## src/rtl/adder4bit_sched.sv

```systemverilog
// adder4bit_sched: round-robin scheduler that shares one 4-bit adder between two
// requesters and runs each wide addition through it one nibble per cycle.

module adder4bit (
  input  logic [3:0] a,
  input  logic [3:0] b,
  input  logic       cin,
  output logic [3:0] sum,
  output logic       cout
);
  assign {cout, sum} = {1'b0, a} + {1'b0, b} + {4'b0000, cin};
endmodule

module adder4bit_sched #(
  parameter int NIBBLES = 4
) (
  input  logic                 clk,
  input  logic                 rst,
  input  logic                 req0_valid,
  output logic                 req0_ready,
  input  logic [4*NIBBLES-1:0] req0_a,
  input  logic [4*NIBBLES-1:0] req0_b,
  input  logic                 req0_cin,
  input  logic                 req1_valid,
  output logic                 req1_ready,
  input  logic [4*NIBBLES-1:0] req1_a,
  input  logic [4*NIBBLES-1:0] req1_b,
  input  logic                 req1_cin,
  output logic                 res_valid,
  input  logic                 res_ready,
  output logic [4*NIBBLES-1:0] res_sum,
  output logic                 res_cout,
  output logic                 res_id,
  output logic                 busy
);
  localparam int W  = 4 * NIBBLES;
  localparam int KW = (NIBBLES > 1) ? $clog2(NIBBLES) : 1;
  localparam logic [KW-1:0] KLAST = KW'(NIBBLES - 1);

  typedef enum logic [1:0] {IDLE, ADD, DONE} state_t;
  state_t state, state_next;

  logic [W-1:0]  a_reg, b_reg, acc, acc_next;
  logic [W-1:0]  a_sh, b_sh, nib_mask, nib_val;
  logic [KW-1:0] k;
  logic [KW+1:0] shamt;
  logic [3:0]    nib_sum;
  logic          nib_cout, carry, last_id, grant, accept;

  // The current nibble is brought down to bit 0 for the adder and its result
  // is shifted back up to be merged into the accumulator.
  assign shamt    = {k, 2'b00};
  assign a_sh     = a_reg >> shamt;
  assign b_sh     = b_reg >> shamt;
  assign nib_mask = W'(4'hF) << shamt;
  assign nib_val  = W'(nib_sum) << shamt;
  assign acc_next = (acc & ~nib_mask) | nib_val;

  adder4bit u_adder (
    .a    (a_sh[3:0]),
    .b    (b_sh[3:0]),
    .cin  (carry),
    .sum  (nib_sum),
    .cout (nib_cout)
  );

  // On a tie the requester that did not win last time gets the grant.
  assign grant  = (req0_valid && req1_valid) ? ~last_id : req1_valid;
  assign accept = req0_ready || req1_ready;

  assign res_valid = (state == DONE);
  assign busy      = (state != IDLE);

  always_ff @(posedge clk or posedge rst) begin
    if (rst) state <= IDLE;
    else     state <= state_next;
  end

  always_comb begin
    state_next = state;
    req0_ready = 1'b0;
    req1_ready = 1'b0;
    unique case (state)
      IDLE: begin
        req0_ready = !rst && req0_valid && !grant;
        req1_ready = !rst && req1_valid && grant;
        if (req0_ready || req1_ready) state_next = ADD;
      end
      ADD:     if (k == KLAST) state_next = DONE;
      DONE:    if (res_ready) state_next = IDLE;
      default: state_next = IDLE;
    endcase
  end

  // res_sum/res_cout only change when an operation completes, so they hold
  // steady through DONE and between results while acc is being built.
  always_ff @(posedge clk or posedge rst) begin
    if (rst) begin
      a_reg    <= '0;
      b_reg    <= '0;
      acc      <= '0;
      k        <= '0;
      carry    <= 1'b0;
      res_sum  <= '0;
      res_cout <= 1'b0;
      res_id   <= 1'b0;
      last_id  <= 1'b1;
    end else begin
      case (state)
        IDLE: begin
          if (accept) begin
            a_reg   <= grant ? req1_a : req0_a;
            b_reg   <= grant ? req1_b : req0_b;
            carry   <= grant ? req1_cin : req0_cin;
            acc     <= '0;
            k       <= '0;
            res_id  <= grant;
            last_id <= grant;
          end
        end
        ADD: begin
          acc   <= acc_next;
          carry <= nib_cout;
          if (k == KLAST) begin
            res_sum  <= acc_next;
            res_cout <= nib_cout;
            k        <= '0;
          end else begin
            k <= k + KW'(1);
          end
        end
        default: ;
      endcase
    end
  end
endmodule

```

## config.mk

```make
export PLATFORM = sky130hd
export DESIGN_NAME = adder4bit_sched
export DESIGN_NICKNAME = d
export VERILOG_FILES = /design/src/rtl/adder4bit_sched.sv
export SDC_FILE = /design/constraint.sdc
export NUM_CORES = 1
export LEC_CHECK = 0
export CAP_MARGIN = 40
export CORE_MARGIN = 8
export CORE_UTILIZATION = 50
export DETAILED_ROUTE_END_ITERATION = 7
export PLACE_DENSITY = 0.84
export SLEW_MARGIN = 10
export SYNTH_ARGS = -nofsm -noshare
export SYNTH_HDL_FRONTEND = slang
export SYNTH_HIERARCHICAL = 1
export SYNTH_SLANG_ARGS = --single-unit
```

## constraint.sdc

```tcl
create_clock -name clk -period 5.09 [get_ports clk]
set_clock_uncertainty 0.15 [all_clocks]
set_input_delay 1.018 -clock clk [delete_from_list [all_inputs] [get_ports clk]]
set_output_delay 1.018 -clock clk [all_outputs]
set_load 0.01 [all_outputs]
```

---- Yosys cells after proc, flatten, opt, wreduce, memory -nomap -nowiden ----
Index checks and enable logic that the tools add are counted.
word-level totals
  register bits ........................... 72
  bits in latches ......................... 0
  bits in writable memories ............... 0
  memory bits (read-only) ................. 0
  input bits .............................. 71
  logic and storage cells ................. 61
  memories kept ........................... 0
operators by class
  add/subtract/negate cells ............... 3
  multipliers ............................. 0
  divide/modulo/power cells ............... 0
  $lt $le $gt $ge ......................... 0
  eq/ne operators ......................... 7
  shift operators ......................... 4
  multiplexer cells ....................... 17
  bitwise logic cells ..................... 4
  reductions and logical operators ........ 16
operator list
  operator                                                             number
  16-bit 2-to-1 mux                                                    3
  16-bit case mux with 2 select lines                                  1
  16-bit by 4-bit >> shifter with 4-bit output                         2
  16-bit bitwise AND                                                   1
  16-bit inverter                                                      1
  16-bit bitwise OR                                                    1
  4-bit by 4-bit << shifter with 16-bit output                         1
  4-bit by 4-bit << shifter with 16-bit output (first input constant)  1
  2-bit 2-to-1 mux                                                     5
  2-bit inequality test (second input constant)                        3
  2-bit case mux with 3 select lines                                   1
  2-bit AND reduction                                                  3
  4-bit by 4-bit adder with 5-bit output                               1
  5-bit by 1-bit adder with 5-bit output                               1
  1-bit logical AND                                                    5
  1-bit 2-to-1 mux                                                     5
  2-bit == test (second input constant)                                2
  2-bit case mux with 2 select lines                                   1
  2-bit nonzero test                                                   2
  3-bit AND reduction                                                  1
  2-bit by 1-bit adder with 2-bit output (second input constant)       1
  2-bit by 1-bit == test with 1-bit output (second input constant)     1
  1-bit logical NOT                                                    2
  2-bit logical NOT                                                    1
  other kinds (4)                                                      5

---- Logic depth before layout (Yosys ltp) ----
  depth in word-level cells ............... 8
  gate-level depth with buffers ........... 10
  gate-level depth less buffers ........... 9

---- Cells and area by module ----
Netlist, hierarchy kept.
modules (own cells, without submodules)
  module           instances  cells an instance  area an instance (um^2)
  adder4bit_sched  1          278                3462.1
  adder4bit        1          16                 143.9

---- Worst setup path after synthesis ----
OpenSTA, ideal clock, no wires.
  path kind ............................... input -> register
  start ................................... input rst
  end ..................................... register carry
  data arrival time ....................... 2.777 ns
  required time ........................... 4.801 ns
  slack ................................... 2.024 ns
  cell stages on the path ................. 3
  path buffers ............................ 0
  path through ............................ inv_1 a21o_1 o221ai_1
between the ends
  longest elaborated chain between the ends .. 7
ends and longest elaborated chain
  element                                                   RTL line  source
  from (decl)                                               18        input logic rst,
  1-bit logical NOT (no source line) *                      --
  1-bit logical AND, on equally long branches (2 in a row)  85, 86
  1-bit 2-to-1 mux                                          83        unique case (state)
  1-bit logical OR *                                        69        assign accept = req0_ready || req1_ready;
  2-bit inequality test (no source line) *                  --
  2-bit AND reduction (no source line) *                    --
  to (signal assigned)                                      114       carry <= grant ? req1_cin : req0_cin;
  to (signal assigned)                                      123       carry <= nib_cout;
  to (decl)                                                 48        logic nib_cout, carry, last_id, grant, accept;
Mark *: on every way between the ends. The rest lies on a longest branch, timed or not.
A chain may end at the register's enable or synchronous reset.

---- Worst setup path after layout ----
  start ................................... input req0_valid
  end ..................................... output req0_ready
between the ends
  longest elaborated chain between the ends .. 5
ends and longest elaborated chain
  element              RTL line  source
  from (decl)          19        input logic req0_valid,
  1-bit logical AND    68        assign grant = (req0_valid && req1_valid) ? ~last_id : req1_valid;
  1-bit 2-to-1 mux     68
  1-bit logical NOT    85        req0_ready = !rst && req0_valid && !grant;
  1-bit logical AND *  85
  1-bit 2-to-1 mux *   83
  to (decl)            20        output logic req0_ready,
Marks and branches as above.

==> results_dict.tcl <==
set metrics [dict create \
    drt_iter0_drc 109 \
    fin_tns_setup_ps 0 \
    yosysTopAreaCellShare_pct 46.50 \
    yosysWarningCount 6 \
    synth_top_area_cell "dfrtp_1" \
    synth.avg_cell_area_sq_um 12.27 \
    grt_setup_unrepaired "false" \
    endpoint_kind "output pin" \
    drt_wl_total_mm 7.844 \
    cp.required_ps 3920 \
    place_area_sq_um 4574 \
    syn2layout_area_growth_pct 33.38 \
    grt_pass1_wl_mm 12.92 \
    final_nets 459 \
    arrival_ps 2870 \
    synthArstFlopShare_pct 100.0 \
    fin_area_sq_um 4810 \
    cts_htree_levels 3 \
    post-cts-setup-buffers 0 \
    layout-drive-gt1-share_pct 26.82 \
    cts_tree "yes" \
    cpMaxStageDelayCell "or4b_2" \
    ios 93 \
    grt_pass1_vias 2753 \
    hpwlAfterDp_mm 5.843 \
    postLayoutCoreUtil_pct 67.39 \
    synth_edf_count 0 \
    critPathLaunchType "primary input" \
    finalSetupViolCount 0 \
    drv_cap 0 \
    hold_depth 2 \
    r2r_start "k[0]$_DFFE_PP0P_" \
    maxSlewHeadroom_pct 44.38 \
    start_util_pct 50.53 \
    cts_resized 0 \
    clockPowerShare_pct 16.4 \
    switching_power_uw 1234 \
    die_h_um 100.9 \
    cp_num_buf_inv 2 \
    portBuffers 92 \
    cts_buffers 9 \
    die_area_sq_um 10190 \
    fp-row-count 31 \
    via_per_inst 5.331 \
    synthFlopType "dfrtp_1" \
    leakage_uw 0.002006 \
    grt-ovfl-total 0 \
    min_period_over_period_pct 79.38 \
    seq_power_share_pct 30.3 \
    ys_types 37 \
    internal_power_uw 1903 \
    sw_frac_of_total_pct 39.33 \
    core_sq_um 7137 \
    p_total_uw 3137 \
    cts_hold_buffers 0 \
    worst_path_largest_cell_delay_ps 640 \
    gp_congestion 0.7586 \
    num_antenna_cells 0 \
    die_w_um 100.9 \
    netlist_area_sq_um 3606 \
    holdPathEnd "res_sum[8]$_DFFE_PP0P_" \
    finalHoldViolCount 0 \
    grt_use_total_pct 16.20 \
    wire_per_inst_um 16.24 \
    ant_nets 0 \
    seq_area_frac_synth_pct 47.22 \
    path_clk_slew_ps 70 \
    cpMostUsedCell "clkdlybuf4s50_1" \
    syn-num-nets 374 \
    period_needed_ps 4040 \
    yosys-top-cells-area "dfrtp_1, mux2_2, mux4_2" \
    ff2ff_path_depth 8 \
    critPathTopFamily "buffers and inverters" \
    max_slew.worst_pin.slew_ps 831.4 \
    hp-start "res_sum[8]$_DFFE_PP0P_" \
    p_comb_share_pct 53.3 \
    ys_seq_elements 68 \
    firstDrtPassIters 5 \
    worstPathMaxFanout 3 \
    dr_total_vias 2575 \
    critical_path_class "in -> out" \
    cts_buffer_depth 2 \
    hold_class "reg -> reg" \
    ir_drop_mv 0.4667 \
    grt_max_degree 51 \
    antenna_found_initial 0 \
    worstPathCellList "clkdlybuf4s50_1 -> or4b_2 -> nor2_1 -> clkdlybuf4s50_1" \
    drv_slew 0 \
    worst-r2r-setup-slack_ps 2030 \
    r2r_end "res_sum[5]$_DFFE_PP0P_" \
    clockRootBuffer "clkbuf_8" \
    synthCells 294 \
    fillers 548 \
    cts_sinks 68 \
    clk_latency_ps 360 \
    drc 0 \
    max_freq_ghz 0.2475 \
    outcome "complete, no violations" \
    pwr_density_cell_nw_per_um2 652.1 \
]
cells by family (layout without fill, tap and decap cells):
| group | count (synthesis) | count (layout) | synth area share (%) |
|---|---|---|---|
| and+or+nand+nor | 52 | 52 | 7.634 |
| DFF | 68 | 68 | 47.22 |
| adders and majority gates | 9 | 9 | 3.539 |
| muxes | 74 | 74 | 25.88 |
| xor gates and xnor gates | 2 | 2 | 0.4859 |
| buffers and inverters | 32 | 122 | 4.510 |
| AOI/OAI and AO/OA | 57 | 57 | 10.72 |
per-layer routing:
layer | GRT usage [%] | vias to the layer above | wire length (um)
li1 | - | 1222 | -
met1 | 18.37 | 1246 | 3250
met2 | 27.92 | 94 | 4022
met3 | 4.834 | 13 | 452
met4 | 6.300 | 0 | 119
met5 | 0 | - | 0
synth_stat cells (2+ instances only):
cell      count
a21o_1        3
a21oi_1      12
a22oi_1       4
a32o_1       12
and2_1        2
buf_1         6
buf_2         7
buf_4         3
buf_6         3
clkbuf_1      4
dfrtp_1      67
fa_1          2
ha_1          7
inv_1         9
mux2_2       62
mux2_4        3
mux4_2        8
nand2_1      22
nand2b_1      2
nor2_1        4
nor2b_1      16
o21ai_0      19
or2_2         2
xnor2_1       2
placed cells by master, fill, tap and decap left out, types with 3 or more instances in the layout:
master | synthesis | routed
dfrtp_1 | 67 | 67
a22oi_1 | 4 | 4
mux2_4 | 3 | 3
clkdlybuf4s50_1 | 0 | 92
a21o_1 | 3 | 3
mux4_2 | 8 | 8
ha_1 | 7 | 7
nor2b_1 | 16 | 16
inv_1 | 9 | 8
mux2_2 | 62 | 62
nand2_1 | 22 | 22
nor2_1 | 4 | 4
a32o_1 | 12 | 12
o21ai_0 | 19 | 19
buf_4 | 3 | 4
clkbuf_8 | 0 | 11
a21oi_1 | 12 | 12
worst reg2reg max path: stages, from the launching register on:
cell	delay (ps)
dfrtp_1	520
buf_4	270
mux4_2	580
fa_1	430
inv_1	90
fa_1	400
inv_1	250
a21oi_1	110
o21ai_0	180
power groups by stage:
| stage | clock (uW) | combinational, uW | sequential [uW] |
|---|---|---|---|
| global route | 539 | 1830 | 984 |
| finish | 514 | 1670 | 952 |
| CTS | 516 | 1670 | 955 |
| detailed placement | 0 | 1660 | 965 |
| global placement | 0 | 1600 | 951 |
| floorplan | 0 | 1230 | 922 |
layout make-up:
class / count / area, sq um / area share (%)
multi-input combinational: 194 / 1748 / 36.34
sequential: 68 / 1703 / 35.41
timing repair buffer: 97 / 965.9 / 20.08
clock buffer: 11 / 151.4 / 3.148
tap: 99 / 123.9 / 2.575
clock inverter: 5 / 83.83 / 1.743
inverter: 9 / 33.78 / 0.7024
per-stage QoR:
step           worst slack (ps)  hold WS, ps  instances
6_report                   1050        330.2        483
5_1_grt                    1011        355.3        483
4_1_cts                    1039        335.4        483
3_5_place_dp               1040        319.8        467
3_3_place_gp               1090        311.5        465
2_1_floorplan              2024        308.2        294
how the worst max path moves through the flow:
stage                from           endpoint  slack (ps)  cells past startpoint
2_1_floorplan         rst  carry$_DFFE_PP0P_        2020                      3
3_3_place_gp   req0_valid         req0_ready        1090                      4
3_5_place_dp   req0_valid         req0_ready        1040                      4
4_1_cts        req0_valid         req0_ready        1040                      4
5_1_grt        req0_valid         req0_ready        1010                      4
6_report       req0_valid         req0_ready        1050                      4
No activity file was read; power rests on OpenSTA's default activity.
